**src/rtl/mbe_pkg.sv**
```systemverilog
// Shared types for the radix-4 Modified-Booth multipliers: controller states,
// Booth digit encoding and the 3-bit group decoder.
package mbe_pkg;

    typedef enum logic [1:0] {
        IDLE,
        RUN,
        DONE
    } mbe_state_t;

    typedef enum logic [2:0] {
        BZERO,
        BPOS1,
        BPOS2,
        BNEG1,
        BNEG2
    } booth_digit_t;

    // grp = {b[2i+1], b[2i], b[2i-1]}; digit = -2*grp[2] + grp[1] + grp[0]
    function automatic booth_digit_t booth_decode(input logic [2:0] grp);
        booth_digit_t d;
        case (grp)
            3'b001, 3'b010: d = BPOS1;
            3'b011:         d = BPOS2;
            3'b100:         d = BNEG2;
            3'b101, 3'b110: d = BNEG1;
            default:        d = BZERO;
        endcase
        return d;
    endfunction

endpackage

```
**src/rtl/mbe_booth_encoder.sv**
```systemverilog
// Combinational radix-4 Booth recoder: one overlapping 3-bit multiplier group
// to a signed digit in {0, +1, +2, -1, -2}.
module mbe_booth_encoder
    import mbe_pkg::*;
(
    input  logic [2:0]   grp,
    output booth_digit_t digit
);

    always_comb begin
        digit = booth_decode(grp);
    end

endmodule

```
**src/rtl/mbe_seq_mult_ctrl.sv**
```systemverilog
// Iterative radix-4 Modified-Booth signed multiplier: one partial product per
// clock through a single 2N-bit adder, valid/ready on operands and result.
module mbe_seq_mult_ctrl
    import mbe_pkg::*;
#(
    parameter int N = 16
) (
    input  logic                  clk,
    input  logic                  rst,
    input  logic                  in_valid,
    output logic                  in_ready,
    input  logic signed [N-1:0]   a,
    input  logic signed [N-1:0]   b,
    output logic                  out_valid,
    input  logic                  out_ready,
    output logic signed [2*N-1:0] product,
    output logic                  busy
);

    localparam int HALF = N / 2;
    localparam int CW   = $clog2(HALF) + 1;
    localparam int W    = 2 * N;
    localparam logic signed [W-1:0] ONE = W'(1);

    generate
        if ((N % 2) != 0 || N < 4) begin : g_bad_n
            $error("mbe_seq_mult_ctrl: N must be even and >= 4");
        end
    endgenerate

    mbe_state_t          state, state_nxt;
    logic [CW-1:0]       cnt;
    logic [N:0]          rec_sr;
    logic signed [W-1:0] mcand;
    logic signed [W-1:0] acc;
    logic signed [W-1:0] pp;
    logic signed [W-1:0] sum;
    logic signed [W-1:0] prod_q;
    booth_digit_t        digit;
    logic                accept;
    logic                last_iter;

    mbe_booth_encoder u_enc (
        .grp   (rec_sr[2:0]),
        .digit (digit)
    );

    always_ff @(posedge clk or posedge rst) begin
        if (rst) begin
            state <= IDLE;
        end else begin
            state <= state_nxt;
        end
    end

    always_comb begin
        state_nxt = state;
        case (state)
            IDLE:    if (in_valid)  state_nxt = RUN;
            RUN:     if (last_iter) state_nxt = DONE;
            DONE:    if (out_ready) state_nxt = IDLE;
            default: state_nxt = IDLE;
        endcase
    end

    always_comb begin
        in_ready  = (state == IDLE);
        out_valid = (state == DONE);
        busy      = (state != IDLE);
    end

    assign accept    = in_valid && in_ready;
    assign last_iter = (state == RUN) && (cnt == CW'(HALF - 1));

    // mcand is pre-shifted by 2i, so the digit only selects +/-X or +/-2X
    always_comb begin
        case (digit)
            BPOS1:   pp = mcand;
            BPOS2:   pp = mcand <<< 1;
            BNEG1:   pp = ~mcand + ONE;
            BNEG2:   pp = ~(mcand <<< 1) + ONE;
            default: pp = '0;
        endcase
    end

    assign sum = acc + pp;

    always_ff @(posedge clk or posedge rst) begin
        if (rst) begin
            cnt    <= '0;
            rec_sr <= '0;
            mcand  <= '0;
            acc    <= '0;
            prod_q <= '0;
        end else if (accept) begin
            cnt    <= '0;
            rec_sr <= {b, 1'b0};
            mcand  <= {{N{a[N-1]}}, a};
            acc    <= '0;
        end else if (state == RUN) begin
            acc    <= sum;
            mcand  <= mcand <<< 2;
            rec_sr <= {2'b00, rec_sr[N:2]};
            if (cnt != CW'(HALF)) begin
                cnt <= cnt + 1'b1;
            end
            if (last_iter) begin
                prod_q <= sum;
            end
        end
    end

    assign product = prod_q;

endmodule

```
**config.mk**
```make
export PLATFORM = sky130hd
export DESIGN_NAME = mbe_seq_mult_ctrl
export DESIGN_NICKNAME = d
export VERILOG_FILES = /design/src/rtl/mbe_pkg.sv /design/src/rtl/mbe_booth_encoder.sv /design/src/rtl/mbe_seq_mult_ctrl.sv
export SDC_FILE = /design/constraint.sdc
export NUM_CORES = 1
export LEC_CHECK = 0
export CAP_MARGIN = 10
export CORE_MARGIN = 5
export CORE_UTILIZATION = 39
export CTS_BUF_LIST = sky130_fd_sc_hd__clkbuf_4 sky130_fd_sc_hd__clkbuf_8
export DETAILED_ROUTE_END_ITERATION = 6
export PLACE_DENSITY = 0.67
export SLEW_MARGIN = 20
export SYNTH_ARGS = -nofsm -noshare
export SYNTH_HDL_FRONTEND = slang
export SYNTH_SLANG_ARGS = --single-unit
```
**constraint.sdc**
```tcl
create_clock -name clk -period 4.4 [get_ports clk]
set_clock_uncertainty 0.05 [all_clocks]
set_input_delay 1.32 -clock clk [delete_from_list [all_inputs] [get_ports clk]]
set_output_delay 1.32 -clock clk [all_outputs]
set_load 0.005 [all_outputs]
```
Word level (Yosys, flattened, before mapping) --
Cells that the tools add are included.
Storage, ports and cells: flip-flop bits (word level) 119, input bits 36, output and inout port bits 35, logic and storage cells 56
Operators by class: $add $sub $neg 4, eq/ne operators 17, multiplexer cells 15, bitwise logic cells 3, reductions and logical operators 11
Operator list (count):
- 32-bit two-way mux | 4
- 32-bit case mux with 4 select lines | 1
- 32-bit by 2-bit adder with 32-bit output, second input constant | 2
- 32-bit NOT | 2
- 17-bit two-way mux | 2
- 32-bit adder | 1
- 3-bit by 2-bit == test with 1-bit output, second input constant | 4
- 3-bit == test, second input constant | 4
- 4-bit two-way mux | 3
- 3-bit case mux with 4 select lines | 1
- 3-bit by 1-bit == test with 1-bit output, second input constant | 2
- 2-bit two-way mux | 3
- 2-bit case mux with 3 select lines | 1
- 3-bit AND reduction | 2
- 2-bit nonzero test | 3
- 4-bit by 1-bit adder with 4-bit output, second input constant | 1
- 4-bit by 3-bit == test with 1-bit output, second input constant | 1
- 2-bit != test, second input constant | 2
- 4-bit != test, second input constant | 1
- 2-bit OR reduction | 2
- 2-bit by 1-bit == test with 1-bit output, second input constant | 1
- 2-bit == test, second input constant | 1
- 1-bit logical AND | 2
- 2-bit logical NOT | 1
- 3 further kinds | 3

Logic depth before layout (Yosys ltp) --
Gate-level depths: netlist of the first run.
word-level depth 8, depth in mapped cells 19, mapped depth without buffers 18

Hierarchy --
A second synthesis of the first run with hierarchy kept.
Unflattened totals: cells, all modules 965, area, all modules 7877.6 µm²
By module, submodules not included:
- mbe_seq_mult_ctrl | times used 1, cells an instance 961, area each 7843.8 µm², seq. area each 2977.9 µm²
- mbe_booth_encoder | times used 1, cells an instance 4, area each 33.8 µm², seq. area each 0.0 µm²

Worst setup path before layout of the first run --
OpenSTA, ideal clock, no wires.
path kind reg2reg, from register mcand[2], to register acc[24], setup time 133 ps, arrival time 3667 ps, data required time 4217 ps, slack 549 ps, stages on the path, launching flop included 18, buffers on the path 2, clock period less this slack 3851 ps, cell sequence dfrtp_1 > buf_2 > nor3_4 > and3_1 > buf_2 > nand2_2 > or4_1 > a22oi_1 > o211ai_1 > ha_1 > a211oi_1 > o211ai_1 > a221o_1 > nor3_1 > a211oi_1 > a211oi_1 > xor2_1 > o21ai_0
On the way: cells in the longest elaborated chain, start to end 6, elaborated cells on any way between the ends 8, classes of those cells 3 x add/sub; 3 x mux; 2 x bitwise
Ends and longest elaborated chain:
- start: declaration | RTL line mbe_seq_mult_ctrl.sv:34 | logic signed [W-1:0] mcand;
- start signal: assignment | RTL line mbe_seq_mult_ctrl.sv:98 | mcand <= {{N{a[N-1]}}, a};
- start signal: assignment | RTL line mbe_seq_mult_ctrl.sv:102 | mcand <= mcand <<< 2;
- 32-bit NOT, on equally long branches | RTL line mbe_seq_mult_ctrl.sv:80, mbe_seq_mult_ctrl.sv:81
- 32-bit by 2-bit adder with 32-bit output, on equally long branches | RTL line mbe_seq_mult_ctrl.sv:80, mbe_seq_mult_ctrl.sv:81
- 32-bit case mux with 4 select lines (*) | RTL line mbe_seq_mult_ctrl.sv:77 | case (digit)
- 32-bit adder (*) | RTL line mbe_seq_mult_ctrl.sv:86 | assign sum = acc + pp;
- 32-bit two-way mux (*) | RTL line mbe_seq_mult_ctrl.sv:100 | end else if (state == RUN) begin
- 32-bit two-way mux (*) | RTL line mbe_seq_mult_ctrl.sv:95 | end else if (accept) begin
- end signal: assignment | RTL line mbe_seq_mult_ctrl.sv:101 | acc <= sum;
- end: declaration | RTL line mbe_seq_mult_ctrl.sv:35 | logic signed [W-1:0] acc;
Every way passes the cells marked *; elsewhere a longest branch is shown, timed or not. The select of a mux whose other input is x is not followed. A chain may end at the register's enable or synchronous reset.

Worst setup path in the final report of the first run --
from register mcand[9], to register prod_q[30] (netlist: product[30])
On the way: cells in the longest elaborated chain, start to end 4, elaborated cells on any way between the ends 6, classes of those cells 3 x add/sub; 1 x mux; 2 x bitwise
Ends and longest elaborated chain:
- 32-bit NOT, on equally long branches | RTL line mbe_seq_mult_ctrl.sv:80, mbe_seq_mult_ctrl.sv:81
- 32-bit by 2-bit adder with 32-bit output, on equally long branches | RTL line mbe_seq_mult_ctrl.sv:80, mbe_seq_mult_ctrl.sv:81
- 32-bit case mux with 4 select lines (*) | RTL line mbe_seq_mult_ctrl.sv:77
- 32-bit adder (*) | RTL line mbe_seq_mult_ctrl.sv:86
- end signal: assignment | RTL line mbe_seq_mult_ctrl.sv:108 | prod_q <= sum;
- end: declaration | RTL line mbe_seq_mult_ctrl.sv:38 | logic signed [W-1:0] prod_q;
Every way passes the cells marked *; elsewhere a longest branch is shown, timed or not.

==> run metrics, run 1 <==
r2r setup slk 0.30 ns; FF+latch count, synth 119; post-DP HPWL 16.5 mm; boundary pin count 71; Critical Path End Type register; pin count of the biggest net entering global routing 72; Setup Total Neg Slack 0 ns; post-synth cell types 68; Slowest cell on crit path dfrtp_1; DRC viols 0; worst hold path class register to register; ant diodes 0; Vias per Instance 5.53; Routed Antenna Nets 0; critical-path cell list nor3_1 > nand4_1 > buf_4 > a21oi_1 > o221ai_1 > o22ai_1 > ha_1 > a21oi_1 > o211ai_1 > a221o_1 > nand3_1 > nand3_1 > a221oi_2 > xor2_1 > o21ai_0; fraction of layout instances using a drive strength above 1 12.3%; Mapped Avg Cell Area 8.06 sq um; die area 23700 sq um; vias after detailed routing 7499; CP top delay family compound AO/OA/AOI/OAI gates; Final Max Tran Viols 0; crit-path max FO 4; final net count 1144; placed cell area 9320 sq um; Setup Viol. Count Final 0; top-count cell post-synth nand2_1; r2r startpoint mcand[9]$_DFFE_PP0P_; Ys Warns 0; design area 9780 sq um; DR pass1 iterations 5; Final Core Density 48.2%; die width 154 um; slowest stage delay, CP 0.45 ns; final wirelength 22.8 mm; min-delay src product[29]$_DFFE_PP0P_; max_cap viols 0; post-synthesis sequential area ratio 36.8%; Synth Net Count 1074; I/O Buffers 70; Hold WS 0.426 ns; Initial Utilization 39.8%; Overflow after GRT 0; top cells by count, synth nand2_1 (182), dfrtp_1 (119), o21ai_0 (115), clkbuf_1 (67), nor2_1 (51); Worst R2R Path Depth 15; Synth async-reset ratio 100%; # H-tree levels 4; Die Y 154 um; top-area cell type share of the netlist area 36.8%; initial drt markers 591; area grow syn2layout 20.9%; Slew Limit Headroom 32.0%; GPL Wtd Cong 0.961; area of the multi-input gates 4760 sq um; TritonCTS clock tree yes; cell taking the most area after synthesis dfrtp_1; Syn Std Cell Area 8090 sq um; # rows 52; Worst-path clk slew 0.08 ns; Worst Setup Start Kind register; sequential standard cell area 2980 sq um; CP Data Arrival Time 4.36 ns; Buf+Inv Stages, Crit Path 1; gr usage total 19.8%; Longest Clk Path Bufs 2; critical path type register to register; antenna violations before repair 0; final hold violations 0; RSZ-0062 raised after global routing false; first-pass GRT wire length 38.3 mm; dominant synthesized flop cell dfrtp_1; min cycle time layout 4.10 ns; Critical Path RT 4.65 ns; worst slew pin tran 1.02 ns; CTS Buf Count 17; area of the core 20300 sq um; EDFF count, synth 0; routed len/inst 16.8 um; largest cells by area after synthesis dfrtp_1 (37%), nand2_1 (8.4%), o21ai_0 (7.1%); Syn Inst Count 1003; # fillers 2030; Final Cycle Share 93.3%; number of global-route vias before repair 7278; WHS Path Cells 2; clk_lat worst skew 0.47 ns; clock sink count 119; Reg-to-Reg End product[30]$_DFFE_PP0P_; WHS Endpoint product[29]$_DFFE_PP0P_; status completed; Max Clock Freq 244 MHz; clock root cell clkbuf_8
## per-stage QoR
| stage | instances | setup slack (ns) |
|---|---|---|
| 6_report | 1356 | 0.295 |
| 5_1_grt | 1356 | 0.00361 |
| 4_1_cts | 1356 | 0.204 |
| 3_5_place_dp | 1324 | 0.245 |
| 3_3_place_gp | 1324 | 0.333 |
| 2_1_floorplan | 1003 | 0.549 |
## placed cells by master (no fill, tap or decap), types with 4 or more instances in the layout
cell	count
nor2b_1	4
o211ai_1	14
nand3_1	49
nor2_1	51
o21bai_1	4
dfrtp_1	118
inv_1	19
ha_1	32
a21o_1	14
nand2_1	180
a21oi_1	47
nor3_1	18
o21ai_0	115
a22oi_1	39
xnor2_1	35
a31oi_1	25
nand4_1	12
nor4_1	4
a221oi_1	4
or2_2	4
clkdlybuf4s50_1	70
clkinvlp_4	7
xor2_1	31
nand2_2	4
o22ai_1	12
buf_4	62
clkbuf_8	18
o221ai_1	6
o21a_1	4
or3_1	7
a211oi_1	6
## cell families after synthesis
kind of cell / count (synthesis) / share of synthesized area, %
AND/OR/NAND/NOR: 360 / 20.6
AO/OA/AOI/OAI: 315 / 24.2
multiplexers: 4 / 0.542
adder cells (fa/ha/maj): 35 / 5.51
buffers and inverters: 104 / 5.18
flip-flops: 119 / 36.8
XOR/XNOR: 66 / 7.15
## what timing repair did
item	4_1_cts	5_1_grt
hold buffers	0	0
buffers inserted	0	0
endpoints found under the setup margin	0	15
gates resized for setup	0	12
endpoints found under the hold margin	0	0
## tightest hold or removal path, stage by stage (launching register included)
cell     delay, ns
dfrtp_1       0.34
nand2_1       0.04
o21ai_0       0.06
## layout make-up
cell class / count / share of cell area (%)
Timing Repair Buffer: 135 / 12.5
Sequential cell: 119 / 30.5
Clock inverter: 14 / 1.54
Clock buffer: 18 / 2.53
Multi-Input combinational cell: 780 / 48.6
Inverter: 20 / 0.806
Tap cell: 270 / 3.46
## flip-flops by register name, summed over array words and instances, names as in the netlist
signal and flops:
acc 32, mcand 32, rec_sr 17, cnt 4, state 2, product 32
## per-layer routing
metal  GRT usage (%)  up-vias  part of all wire (%)
li1                -     3729                     -
met1            27.1     3532                    46
met2            31.5      202                    47
met3            3.71       36                   5.0
met4            6.56        0                   2.3
met5               0        -                     0
## worst max-delay path by stage
| stage | slack, ns | from | cells after the start | end |
|---|---|---|---|---|
| after floorplan | 0.55 | mcand[2]$_DFFE_PP0P_ | 17 | acc[24]$_DFFE_PP0P_ |
| after global placement | 0.33 | mcand[3]$_DFFE_PP0P_ | 17 | product[24]$_DFFE_PP0P_ |
| after detailed placement | 0.25 | mcand[0]$_DFFE_PP0P_ | 16 | product[24]$_DFFE_PP0P_ |
| after CTS | 0.20 | mcand[3]$_DFFE_PP0P_ | 17 | product[24]$_DFFE_PP0P_ |
| after global routing | 0.004 | mcand[0]$_DFFE_PP0P_ | 16 | product[30]$_DFFE_PP0P_ |
| final | 0.30 | mcand[9]$_DFFE_PP0P_ | 15 | product[30]$_DFFE_PP0P_ |
Power of run 1 is left out: the tool's default activity adds up to more than one toggle a clock period on the data nets, which glitch-free logic cannot reach.
==> inputs of run 2 (changes only) <==
Settings changed: ABC_AREA from default to 1.
==> run 2 against run 1 <==
Via count is 1.7% higher. Synthesized cell count is 7.4% higher. Routed wire length is 2.0% lower. Fmax is 7.6% higher. Setup slack better by 0.29 ns. Critical endpoint is now product[25]$_DFFE_PP0P_.
==> run metrics, run 2 <==
Syn Std Cell Area 7910 sq um; initial drt markers 752; WHS Endpoint product[2]$_DFFE_PP0P_; Overflow after GRT 0; Synth Net Count 1148; Critical Path End Type register; Max Clock Freq 262 MHz; Initial Utilization 39.4%; Critical Path RT 4.74 ns; CP Data Arrival Time 4.16 ns; CTS Buf Count 17; Die Y 152 um; die width 152 um; placed cell area 8900 sq um; worst hold path class register to register; WHS Path Cells 2; # H-tree levels 4; min cycle time layout 3.82 ns; Mapped Avg Cell Area 7.35 sq um; TritonCTS clock tree yes; Syn Inst Count 1077; I/O Buffers 70; max_cap viols 0; # fillers 2026; r2r setup slk 0.58 ns; Setup Total Neg Slack 0 ns; post_cts resized 0; final net count 1211; Final Max Tran Viols 0; critical path type register to register; Final Core Density 46.5%; GPL Wtd Cong 0.928; Routed Antenna Nets 0; area of the core 20100 sq um; DR pass1 iterations 6; Reg-to-Reg End product[25]$_DFFE_PP0P_; Setup Viol. Count Final 0; Longest Clk Path Bufs 2; die area 23200 sq um; final wirelength 22.4 mm; top-area cell type share of the netlist area 37.6%; RSZ-0062 raised after global routing false; fin cells 1422; design area 9340 sq um; # hold bufs at CTS 0; r2r startpoint mcand[0]$_DFFE_PP0P_; number of global-route vias before repair 7128; routed len/inst 15.7 um; first-pass GRT wire length 36.9 mm; largest cells by area after synthesis dfrtp_1 (38%), nand2_1 (13%), ha_1 (5.4%); Worst Setup Start Kind register; boundary pin count 71; # rows 52; Final Cycle Share 86.7%; Worst-path clk slew 0.08 ns; Synth async-reset ratio 100%; antenna violations before repair 0; post-synth cell types 44; clock root cell clkbuf_8; FF+latch count, synth 119; top-count cell post-synth nand2_1; most frequent cells in the layout nand2_1 (276), dfrtp_1 (119), inv_1 (105); worst slew pin tran 0.844 ns; top cells by count, synth nand2_1 (276), dfrtp_1 (119), inv_1 (106), nor2_1 (85), o21ai_0 (85); crit-path max FO 5; fraction of layout instances using a drive strength above 1 6.86%; Vias per Instance 5.36; pin count of the biggest net entering global routing 120; cell taking the most area after synthesis dfrtp_1; status completed; gr usage total 19.2%; Slew Limit Headroom 43.7%; Post-Place Cells 1391; area grow syn2layout 18.1%; min-delay src product[2]$_DFFE_PP0P_; dominant synthesized flop cell dfrtp_1; final hold violations 0; EDFF count, synth 0; vias after detailed routing 7627; Post-CTS Setup Bufs 0; clock sink count 119; clk_lat worst skew 0.46 ns; post-DP HPWL 16.5 mm; Ys Warns 0; Worst R2R Path Depth 21; ant diodes 0; commonest non-fill, non-tap cell in the layout nand2_1; post-synthesis sequential area ratio 37.6%; DRC viols 0
==> run 2: cell types whose count changed in the layout (fill, tap and decap cells not counted), sizes merged, moves of 11 or more <==
cell	change
a21oi	+32
a22oi	-27
a31oi	-21
buf	-55
inv	+87
nand2	+101
nand3	+11
nor2	+48
o211ai	-12
o21ai	-19
xnor2	-23
==> run 2: routing by layer <==
layer,share of wire [%],wire length (um),track usage [%]
met5,0,0,0
met3,5.5,1230,3.55
met2,44,9930,29.4
met4,1.8,411,4.75
met1,48,10800,28.3
==> run 2: logic make-up after synthesis <==
kind of cell | after synthesis | share of synthesized area, %
AND/OR/NAND/NOR | 486 | 26.6
AO/OA/AOI/OAI | 253 | 18.9
buffers and inverters | 147 | 7.13
flip-flops | 119 | 37.6
XOR/XNOR | 37 | 4.10
adder cells (fa/ha/maj) | 35 | 5.63
==> run 2: worst max-delay path by stage <==
stage,start,to,cells past startpoint
finish,mcand[0]$_DFFE_PP0P_,product[25]$_DFFE_PP0P_,21
global route,mcand[1]$_DFFE_PP0P_,product[25]$_DFFE_PP0P_,19
CTS,mcand[0]$_DFFE_PP0P_,product[25]$_DFFE_PP0P_,21
detailed placement,mcand[0]$_DFFE_PP0P_,product[25]$_DFFE_PP0P_,21
global placement,mcand[0]$_DFFE_PP0P_,product[25]$_DFFE_PP0P_,21
floorplan,mcand[0]$_DFFE_PP0P_,acc[25]$_DFFE_PP0P_,21
==> run 2: critical path: stages (launching register included) <==
cell,delay (ns)
dfrtp_1,0.40
inv_1,0.14
ha_1,0.26
nand2_2,0.14
nor2_4,0.14
nand2_2,0.10
inv_1,0.10
nand2_2,0.07
o21ai_2,0.14
nor2_1,0.05
a221oi_1,0.21
o21ai_0,0.18
ha_1,0.39
nand2_1,0.11
nor2_1,0.26
inv_1,0.13
nor4_1,0.25
nand2_1,0.09
o211ai_1,0.17
or2_2,0.19
nand3_1,0.08
nand2_1,0.09
==> run 2: cell type report <==
class	instances	area [sq um]	share of cell area, %
timing repair buffer	80	788	8.44
tap	270	338	3.62
clock buffer	20	269	2.88
sequential	119	2980	31.9
inverter	111	420	4.50
multi-input combinational	811	4380	46.8
clock inverter	11	174	1.86
==> run 2: per-stage QoR <==
stage | hold WS [ns] | worst slack (ns)
2_1_floorplan | 0.405 | 1.35
3_3_place_gp | 0.405 | 0.706
3_5_place_dp | 0.408 | 0.700
4_1_cts | 0.427 | 0.644
5_1_grt | 0.447 | 0.290
6_report | 0.424 | 0.585
Power of run 2 is left out for the same reason.
